**src/rtl/loader_pkg.sv**
```systemverilog
// Shared types and defaults for the boot program loader.
// The state set depends on LOADER_CHECKSUM_EN (CHECK state exists only when defined).
package loader_pkg;

    localparam int ADDR_W_DEF = 10;
    localparam int DATA_W_DEF = 16;
    localparam int BYTE_W     = 8;
    localparam int CNT_W      = 2 * BYTE_W;   // word count arrives as two bytes

`ifdef LOADER_CHECKSUM_EN
    typedef enum logic [3:0] {
        IDLE    = 4'd0,
        CNT_HI  = 4'd1,
        CNT_LO  = 4'd2,
        DATA_HI = 4'd3,
        DATA_LO = 4'd4,
        WRITE   = 4'd5,
        CHECK   = 4'd6,
        DONE    = 4'd7,
        ERR     = 4'd8
    } state_e;
`else
    typedef enum logic [3:0] {
        IDLE    = 4'd0,
        CNT_HI  = 4'd1,
        CNT_LO  = 4'd2,
        DATA_HI = 4'd3,
        DATA_LO = 4'd4,
        WRITE   = 4'd5,
        DONE    = 4'd7,
        ERR     = 4'd8
    } state_e;
`endif

endpackage

```
**src/rtl/program_loader.sv**
```systemverilog
// Byte-stream program loader: receives a big-endian word count followed by
// that many words (high byte first) and writes them to consecutive memory
// addresses from 0, holding the CPU halted until the load completes.
// Optional feature macro: LOADER_CHECKSUM_EN adds a trailing XOR checksum byte.
//
// state   | meaning
// IDLE    | after reset, waiting for start
// CNT_HI  | waiting for word-count high byte
// CNT_LO  | waiting for word-count low byte; range-check count
// DATA_HI | waiting for data word high byte
// DATA_LO | waiting for data word low byte
// WRITE   | one-cycle memory write strobe
// CHECK   | waiting for checksum byte (checksum build only)
// DONE    | load complete, CPU released
// ERR     | load aborted
module program_loader
    import loader_pkg::*;
#(
    parameter int ADDR_W = ADDR_W_DEF,
    parameter int DATA_W = DATA_W_DEF
) (
    input  logic              clk,
    input  logic              rst_n,
    input  logic              start,
    input  logic [BYTE_W-1:0] rx_data,
    input  logic              rx_valid,
    output logic              rx_ready,
    output logic [ADDR_W-1:0] mem_addr,
    output logic [DATA_W-1:0] mem_in,
    output logic              mem_save,
    output logic              cpu_halt,
    output logic              done,
    output logic              error
);

    // Largest loadable count: one word per address.
    localparam logic [31:0] MAX_WORDS = 32'd1 << ADDR_W;

    state_e              state_q, state_d;
    logic [CNT_W-1:0]    cnt_q, cnt_d;
    logic [CNT_W:0]      wr_cnt_q, wr_cnt_d;
    logic [ADDR_W-1:0]   addr_q, addr_d;
    logic [BYTE_W-1:0]   hi_q, hi_d;
    logic [DATA_W-1:0]   mem_in_q, mem_in_d;
`ifdef LOADER_CHECKSUM_EN
    logic [BYTE_W-1:0]   xor_q, xor_d;
`endif

    logic              xfer;
    logic [CNT_W-1:0]  cnt_full;
    state_e            finish_state;

    assign xfer     = rx_valid && rx_ready;
    assign cnt_full = {cnt_q[CNT_W-1:BYTE_W], rx_data};

`ifdef LOADER_CHECKSUM_EN
    assign finish_state = CHECK;
`else
    assign finish_state = DONE;
`endif

    // State and datapath registers; reset abandons any load in progress.
    always_ff @(posedge clk or negedge rst_n) begin
        if (!rst_n) begin
            state_q  <= IDLE;
            cnt_q    <= '0;
            wr_cnt_q <= '0;
            addr_q   <= '0;
            hi_q     <= '0;
            mem_in_q <= '0;
`ifdef LOADER_CHECKSUM_EN
            xor_q    <= '0;
`endif
        end else begin
            state_q  <= state_d;
            cnt_q    <= cnt_d;
            wr_cnt_q <= wr_cnt_d;
            addr_q   <= addr_d;
            hi_q     <= hi_d;
            mem_in_q <= mem_in_d;
`ifdef LOADER_CHECKSUM_EN
            xor_q    <= xor_d;
`endif
        end
    end

    // Next-state and datapath updates; outputs decode directly from state.
    always_comb begin
        state_d  = state_q;
        cnt_d    = cnt_q;
        wr_cnt_d = wr_cnt_q;
        addr_d   = addr_q;
        hi_d     = hi_q;
        mem_in_d = mem_in_q;
`ifdef LOADER_CHECKSUM_EN
        xor_d    = xor_q;
`endif

        unique case (state_q)
            IDLE, DONE, ERR: begin
                if (start) begin
                    cnt_d    = '0;
                    wr_cnt_d = '0;
                    addr_d   = '0;
`ifdef LOADER_CHECKSUM_EN
                    xor_d    = '0;
`endif
                    state_d  = CNT_HI;
                end
            end
            CNT_HI: begin
                if (xfer) begin
                    cnt_d   = {rx_data, cnt_q[BYTE_W-1:0]};
                    state_d = CNT_LO;
                end
            end
            CNT_LO: begin
                if (xfer) begin
                    cnt_d = cnt_full;
                    if (cnt_full == '0)
                        state_d = finish_state;
                    else if (32'(cnt_full) > MAX_WORDS)
                        state_d = ERR;
                    else
                        state_d = DATA_HI;
                end
            end
            DATA_HI: begin
                if (xfer) begin
                    hi_d    = rx_data;
`ifdef LOADER_CHECKSUM_EN
                    xor_d   = xor_q ^ rx_data;
`endif
                    state_d = DATA_LO;
                end
            end
            DATA_LO: begin
                if (xfer) begin
                    mem_in_d = DATA_W'({hi_q, rx_data});
`ifdef LOADER_CHECKSUM_EN
                    xor_d    = xor_q ^ rx_data;
`endif
                    state_d  = WRITE;
                end
            end
            WRITE: begin
                wr_cnt_d = wr_cnt_q + 1'b1;
                // Address only advances when more words follow, so a full
                // 2**ADDR_W load ends on the top address instead of wrapping.
                if (wr_cnt_d == {1'b0, cnt_q}) begin
                    state_d = finish_state;
                end else begin
                    addr_d  = addr_q + 1'b1;
                    state_d = DATA_HI;
                end
            end
`ifdef LOADER_CHECKSUM_EN
            CHECK: begin
                if (xfer)
                    state_d = (rx_data == xor_q) ? DONE : ERR;
            end
`endif
            default: state_d = IDLE;
        endcase
    end

    // Output decode from current state.
    always_comb begin
        rx_ready = 1'b0;
        unique case (state_q)
            CNT_HI, CNT_LO, DATA_HI, DATA_LO: rx_ready = 1'b1;
`ifdef LOADER_CHECKSUM_EN
            CHECK:                            rx_ready = 1'b1;
`endif
            default:                          rx_ready = 1'b0;
        endcase
        mem_save = (state_q == WRITE);
        cpu_halt = (state_q != DONE);
        done     = (state_q == DONE);
        error    = (state_q == ERR);
        mem_addr = addr_q;
        mem_in   = mem_in_q;
    end

endmodule

```
**config.mk**
```make
export PLATFORM = sky130hd
export DESIGN_NAME = program_loader
export DESIGN_NICKNAME = d
export VERILOG_FILES = /design/src/rtl/loader_pkg.sv /design/src/rtl/program_loader.sv
export SDC_FILE = /design/constraint.sdc
export NUM_CORES = 1
export LEC_CHECK = 0
export ABC_AREA = 1
export CAP_MARGIN = 0
export CORE_MARGIN = 1.5
export CORE_UTILIZATION = 39
export DETAILED_ROUTE_END_ITERATION = 8
export SLEW_MARGIN = 20
export SYNTH_ARGS = -nofsm -noshare
export SYNTH_HDL_FRONTEND = slang
export SYNTH_SLANG_ARGS = --single-unit
```
**constraint.sdc**
```tcl
create_clock -name clk -period 2.3 [get_ports clk]
set_input_delay 0.575 -clock clk [delete_from_list [all_inputs] [get_ports clk]]
set_output_delay 0.575 -clock clk [all_outputs]
set_load 0.03 [all_outputs]
```
After elaboration in Yosys (flattened, before gate mapping) --
Cells that the tools add are included.
Storage, ports and cells: latch bits 0, word-level logic and storage cells 61, flip-flop bits (word level) 71, output and inout bits 31, memories 0, memory bits (read-only) 0, bits in writable memories 0
Cells by class: reduce and logical (&&, ||, !) cells 15, multiplexer cells 19, div/mod/pow operators 0, $mul 0, order comparisons 1, equal/unequal tests 15, add/sub/neg operators 2, shift-type cells 0, bitwise logic cells 2
Operator list (number):
- 16-bit case mux with 3 select lines | 1
- 17-bit case mux with 2 select lines | 1
- 16-bit 2-to-1 mux | 2
- 4-bit 2-to-1 mux | 7
- 4-bit case mux with 6 select lines | 1
- 10-bit 2-to-1 mux | 2
- 10-bit case mux with 2 select lines | 1
- 17-bit by 1-bit adder with 17-bit output (second input constant) | 1
- 17-bit by 16-bit == test with 1-bit output | 1
- 17-bit 2-to-1 mux | 1
- 16-bit by 11-bit greater-than comparator with 1-bit output (second input constant) | 1
- 16-bit zero test | 1
- 4-bit by 3-bit == test with 1-bit output (second input constant) | 3
- 2-bit != test (second input constant) | 6
- 10-bit by 1-bit adder with 10-bit output (second input constant) | 1
- 4-bit by 2-bit == test with 1-bit output (second input constant) | 2
- 8-bit 2-to-1 mux | 1
- 4-bit AND reduction | 2
- 2-bit AND reduction | 3
- 2-bit nonzero test | 3
- 5-bit AND reduction | 1
- 4-bit by 1-bit == test with 1-bit output (second input constant) | 1
- 4-bit == test (second input constant) | 1
- 4-bit zero test | 1
- other kinds (8) | 9

Longest topological paths before layout --
depth after elaboration 6, depth in mapped cells 16, gate-level depth less buffers 16

Worst setup path after synthesis --
Ideal clock, no wire load.
path kind register -> register, start point reg state_q[3], end point reg cnt_q[7], arrival 1.882 ns, required time 2.224 ns, cell stages (with the launch flop) 11, clock period less this slack 1.958 ns, setup time 0.076 ns, setup slack 0.342 ns, cell sequence dfrtp_1 > nor2_2 > inv_2 > nor3_4 > inv_2 > nand2_2 > nor2_1 > a211oi_4 > buf_4 > nand3_1 > o21ai_1
Between the ends: elaborated cells between the ends (all ways) 17, classes of those cells eq/ne (8); mux (2); bitwise (1); reduce/logical (6)
RTL lines:
- from (decl) | RTL line program_loader.sv:39 | state_e state_q, state_d;
- from (signal assigned) | RTL line program_loader.sv:75 | state_q <= state_d;
- 4-bit by 3-bit == test with 1-bit output *
- via done | RTL line program_loader.sv:32 | output logic done,
- 3-bit OR reduction * | RTL line program_loader.sv:99 | unique case (state_q)
- 2-bit != test (no source line) / 2-bit nonzero test (equally long branches)
- 4-bit AND reduction (no source line)
- to (signal assigned) | RTL line program_loader.sv:76 | cnt_q <= cnt_d;
- to (decl) | RTL line program_loader.sv:40 | logic [CNT_W-1:0] cnt_q, cnt_d;
The timed path passes the listed nets; every way through them passes the cells marked *. A chain may end at the register's enable or synchronous reset.

Worst setup path after layout --
start point reg state_q[3], end point out done
Between the ends: word-level cells in the longest chain between the ends 1
Ends and longest elaborated chain:
- 4-bit by 3-bit == test with 1-bit output | RTL line program_loader.sv:179 | done = (state_q == DONE);
- to (decl) | RTL line program_loader.sv:32
No other way between the ends.

==> results.sh <==
export IMPL_synth_area_um2=4150
export IMPL_placed_cell_area_um2=4850
export IMPL_synth_seq_cells=71
export IMPL_synth_cell_types=32
export IMPL_startpoint_type="flip-flop"
export IMPL_outcome="complete, no violations"
export IMPL_final_max_slew_viol_count=0
export IMPL_num_rows=37
export IMPL_yosysSeqAreaShare_pct=42.8
export IMPL_hold_viol_final=0
export IMPL_syn_inst=557
export IMPL_routed_wl_um=11100
export IMPL_skew_ps=5.87
export IMPL_startpoint="state_q[3]$_DFFE_PN0P_"
export IMPL_clock_power_share_pct=20.1
export IMPL_drtPass1Iterations=7
export IMPL_clock_sinks=71
export IMPL_h_tree_depth=3
export IMPL_reg2reg_from="wr_cnt_q[0]$_DFFE_PN0P_"
export IMPL_ir_drop_mv=0.735
export IMPL_crit_end="done"
export IMPL_grt_remaining_overflow=0
export IMPL_fin_cells=765
export IMPL_drive_gt1_share_pct=15.4
export IMPL_ctsHoldBuffers=0
export IMPL_port_buffers=42
export IMPL_antenna_found_initial=0
export IMPL_grt_max_degree=40
export IMPL_cts_made_buffers=9
export IMPL_cpLargestDelayFamily="buffers and inverters"
export IMPL_grt_pass1_vias=3690
export IMPL_crit_chain="nor2_2 -> inv_2 -> nor3_4 -> dlygate4sd2_1"
export IMPL_path_max_fanout=5
export IMPL_r2r_slack_ps=200
export IMPL_internal_power_uw=3030
export IMPL_drtIter0Drc=279
export IMPL_maxSlewHeadroom_pct=64.5
export IMPL_cts_tree="done"
export IMPL_diodes=0
export IMPL_cp_required_ps=1730
export IMPL_core_um2=10300
export IMPL_cp_data_arrival_time_ps=1550
export IMPL_crit_slowest_cell="dfrtp_1"
export IMPL_grt_pass1_wl_um=18000
export IMPL_post_place_ws_ps=-18.8
export IMPL_rsz0062_at_grt="false"
export IMPL_avgSynthCellArea_um2=7.46
export IMPL_hold_class="input port to asynchronous set/reset pin"
export IMPL_finalInstanceArea_um2=5090
export IMPL_regArea_um2=1780
export IMPL_setup_viol=0
export IMPL_globalRouteTotalUtil_pct=20.5
export IMPL_cpPeakStageDelay_ps=420
export IMPL_dieArea_um2=11300
export IMPL_reg2reg_depth=15
export IMPL_crit_cells=4
export IMPL_final_period_utilization_pct=92.2
export IMPL_dpl_hpwl_um=8230
export IMPL_pwr_share_comb_pct=46.6
export IMPL_min_period_ps=2120
export IMPL_sw_frac_of_total_pct=44.0
export IMPL_seqPwrFrac_pct=33.3
export IMPL_io_pins=43
export IMPL_cap_violations=0
export IMPL_syn_nets=571
export IMPL_clk_path_buf_depth=2
export IMPL_critPathKind="flip-flop to primary output"
export IMPL_cts_root_buf="clkbuf_8"
export IMPL_r2r_end="mem_addr[0]$_DFFE_PN0P_"
export IMPL_switching_power_uw=2380
export IMPL_vias=3896
export IMPL_p_per_area_nw_per_um2=1060
export IMPL_die_y_um=106
export IMPL_multiInputGateArea_um2=2060
export IMPL_leakagePower_uw=0.00239
export IMPL_end_kind="primary output"
export IMPL_ys_warnings_count=0
export IMPL_gp_congestion=0.931
export IMPL_worst_pin_slew_ps=533
export IMPL_syn2layout_area_growth_pct=22.7
export IMPL_post_drt_wl_per_cell_um=14.5
export IMPL_max_freq_mhz=472
export IMPL_detail_route_antenna_nets=0
export IMPL_nFillCells=1004
export IMPL_dp_cells=746
export IMPL_fp_dieW_um=106
export IMPL_critPathBufInv=2
export IMPL_clk_pin_slew_worst_paths_ps=80
export IMPL_finalPower_uw=5410
export IMPL_drcViolationCount=0
export IMPL_fin_ws_ps=180
export IMPL_clkLatencyLatePin_ps=350
export IMPL_nNetsFinal=638
export IMPL_vias_per_cell=5.09
export IMPL_start_util_pct=40.2
==> layout make-up <==
| cell class | count | share of cell area (%) |
|---|---|---|
| flip-flops and latches | 71 | 34.9 |
| multi-input cells | 400 | 40.4 |
| clock inverters | 6 | 1.47 |
| repair buffers | 67 | 11.7 |
| well taps | 136 | 3.34 |
| clock buffers | 10 | 2.70 |
| inverters | 75 | 5.53 |
==> flip-flops by register name, summed over array words and instances, names as in the netlist <==
name and flops:
cnt_q 16, hi_q 8, mem_addr 10, mem_in 16
state_q 4, wr_cnt_q 17
==> per-layer routing <==
layer	GRT usage (%)	wire, um	vias up
met2	32.8	5120	111
met4	8.40	198	0
li1	-	-	1972
met3	4.66	628	12
met1	26.8	5120	1801
met5	0	0	-
==> what timing repair did <==
action                                  in CTS  in global routing
pin swaps                                    0                  1
gates resized for setup                      4                  6
endpoints found under the hold margin        0                  0
endpoints found under the setup margin       4                 12
buffers inserted                             0                  3
==> power groups by stage <==
stage,Sequential [uW],Combinational (uW),Clock [uW]
after floorplan,2030,1440,0
after detailed placement,1810,2530,0
after global placement,1810,2510,0
final,1800,2520,1090
after global routing,1840,2780,1170
after CTS,1800,2520,1120
==> worst min path at each step <==
stage | start | slack, ps | to
global route | rst_n | 210 | wr_cnt_q[4]$_DFFE_PN0P_
floorplan | rst_n | 280 | cnt_q[0]$_DFFE_PN0P_
finish | rst_n | 190 | wr_cnt_q[3]$_DFFE_PN0P_
global placement | hi_q[0]$_DFFE_PN0P_ | 470 | hi_q[0]$_DFFE_PN0P_
CTS | rst_n | 190 | wr_cnt_q[4]$_DFFE_PN0P_
detailed placement | hi_q[1]$_DFFE_PN0P_ | 470 | hi_q[1]$_DFFE_PN0P_
==> cell families (layout without fill, tap and decap cells) <==
group	count (synthesis)	after routing	synth area share, %
AND/OR/NAND/NOR	321	321	37.3
buffers and inverters	86	158	7.98
flip-flops	71	71	42.8
AO/OA/AOI/OAI	69	69	9.13
multiplexers	8	8	2.17
adder cells (fa/ha/maj)	2	2	0.602
==> layout by cell type, fill, tap and decap left out, types with 2 or more instances in the layout <==
cell | netlist | routed
nor3b_1 | 2 | 2
o22ai_1 | 10 | 10
nor2_4 | 6 | 6
nand3_1 | 89 | 89
dfrtp_1 | 71 | 71
o21ai_1 | 10 | 10
nand2_4 | 2 | 2
a21oi_1 | 6 | 6
clkdlybuf4s50_1 | 0 | 36
nand2_2 | 11 | 11
o21ai_0 | 40 | 40
nor2_2 | 8 | 9
clkbuf_8 | 0 | 10
inv_2 | 5 | 6
nand4_1 | 11 | 11
nand2_1 | 136 | 136
nor4_1 | 3 | 3
inv_6 | 0 | 3
inv_1 | 67 | 67
mux2_2 | 8 | 8
nor3_1 | 8 | 8
clkinv_1 | 3 | 2
dlygate4sd2_1 | 0 | 3
nand3_2 | 4 | 4
buf_4 | 1 | 27
nor2_1 | 37 | 36
==> Yosys cell counts <==
| library cell | instances | area, um^2 |
|---|---|---|
| a21oi_2 | 1 | 8.76 |
| nand2_1 | 136 | 510 |
| buf_2 | 4 | 20.0 |
| nor4_1 | 3 | 18.8 |
| nor2_2 | 8 | 50.1 |
| nor2_1 | 37 | 139 |
| o21ai_0 | 40 | 200 |
| a211oi_4 | 1 | 20.0 |
| nor2_4 | 6 | 67.6 |
| nand2_4 | 2 | 22.5 |
| clkinv_1 | 3 | 11.3 |
| nor3b_1 | 2 | 15.0 |
| o21ai_1 | 10 | 50.1 |
| inv_1 | 67 | 251 |
| mux2_2 | 8 | 90.1 |
| nor3_1 | 8 | 40.0 |
| a21boi_0 | 1 | 7.51 |
| a21oi_1 | 6 | 30.0 |
| nor2_8 | 1 | 20.0 |
| nor3_4 | 1 | 16.3 |
| nand4_1 | 11 | 68.8 |
| nor3_2 | 1 | 10.0 |
| dfrtp_1 | 71 | 1780 |
| buf_4 | 1 | 7.51 |
| clkbuf_1 | 6 | 22.5 |
| inv_2 | 5 | 18.8 |
| nand3_4 | 1 | 17.5 |
| nand3_1 | 89 | 445 |
| nand3_2 | 4 | 40.0 |
| o22ai_1 | 10 | 62.6 |
| ha_1 | 2 | 25.0 |
| nand2_2 | 11 | 68.8 |
==> per-stage QoR <==
stage	hold slack, ps	TNS (ps)	utilization (%)
3_3_place_gp	467	0	47.0
4_1_cts	194	0	49.0
3_5_place_dp	473	-18.8	47.0
2_1_floorplan	279	0	-
6_report	195	0	49.4
5_1_grt	211	0	49.4
(Power assumes the default switching activity.)
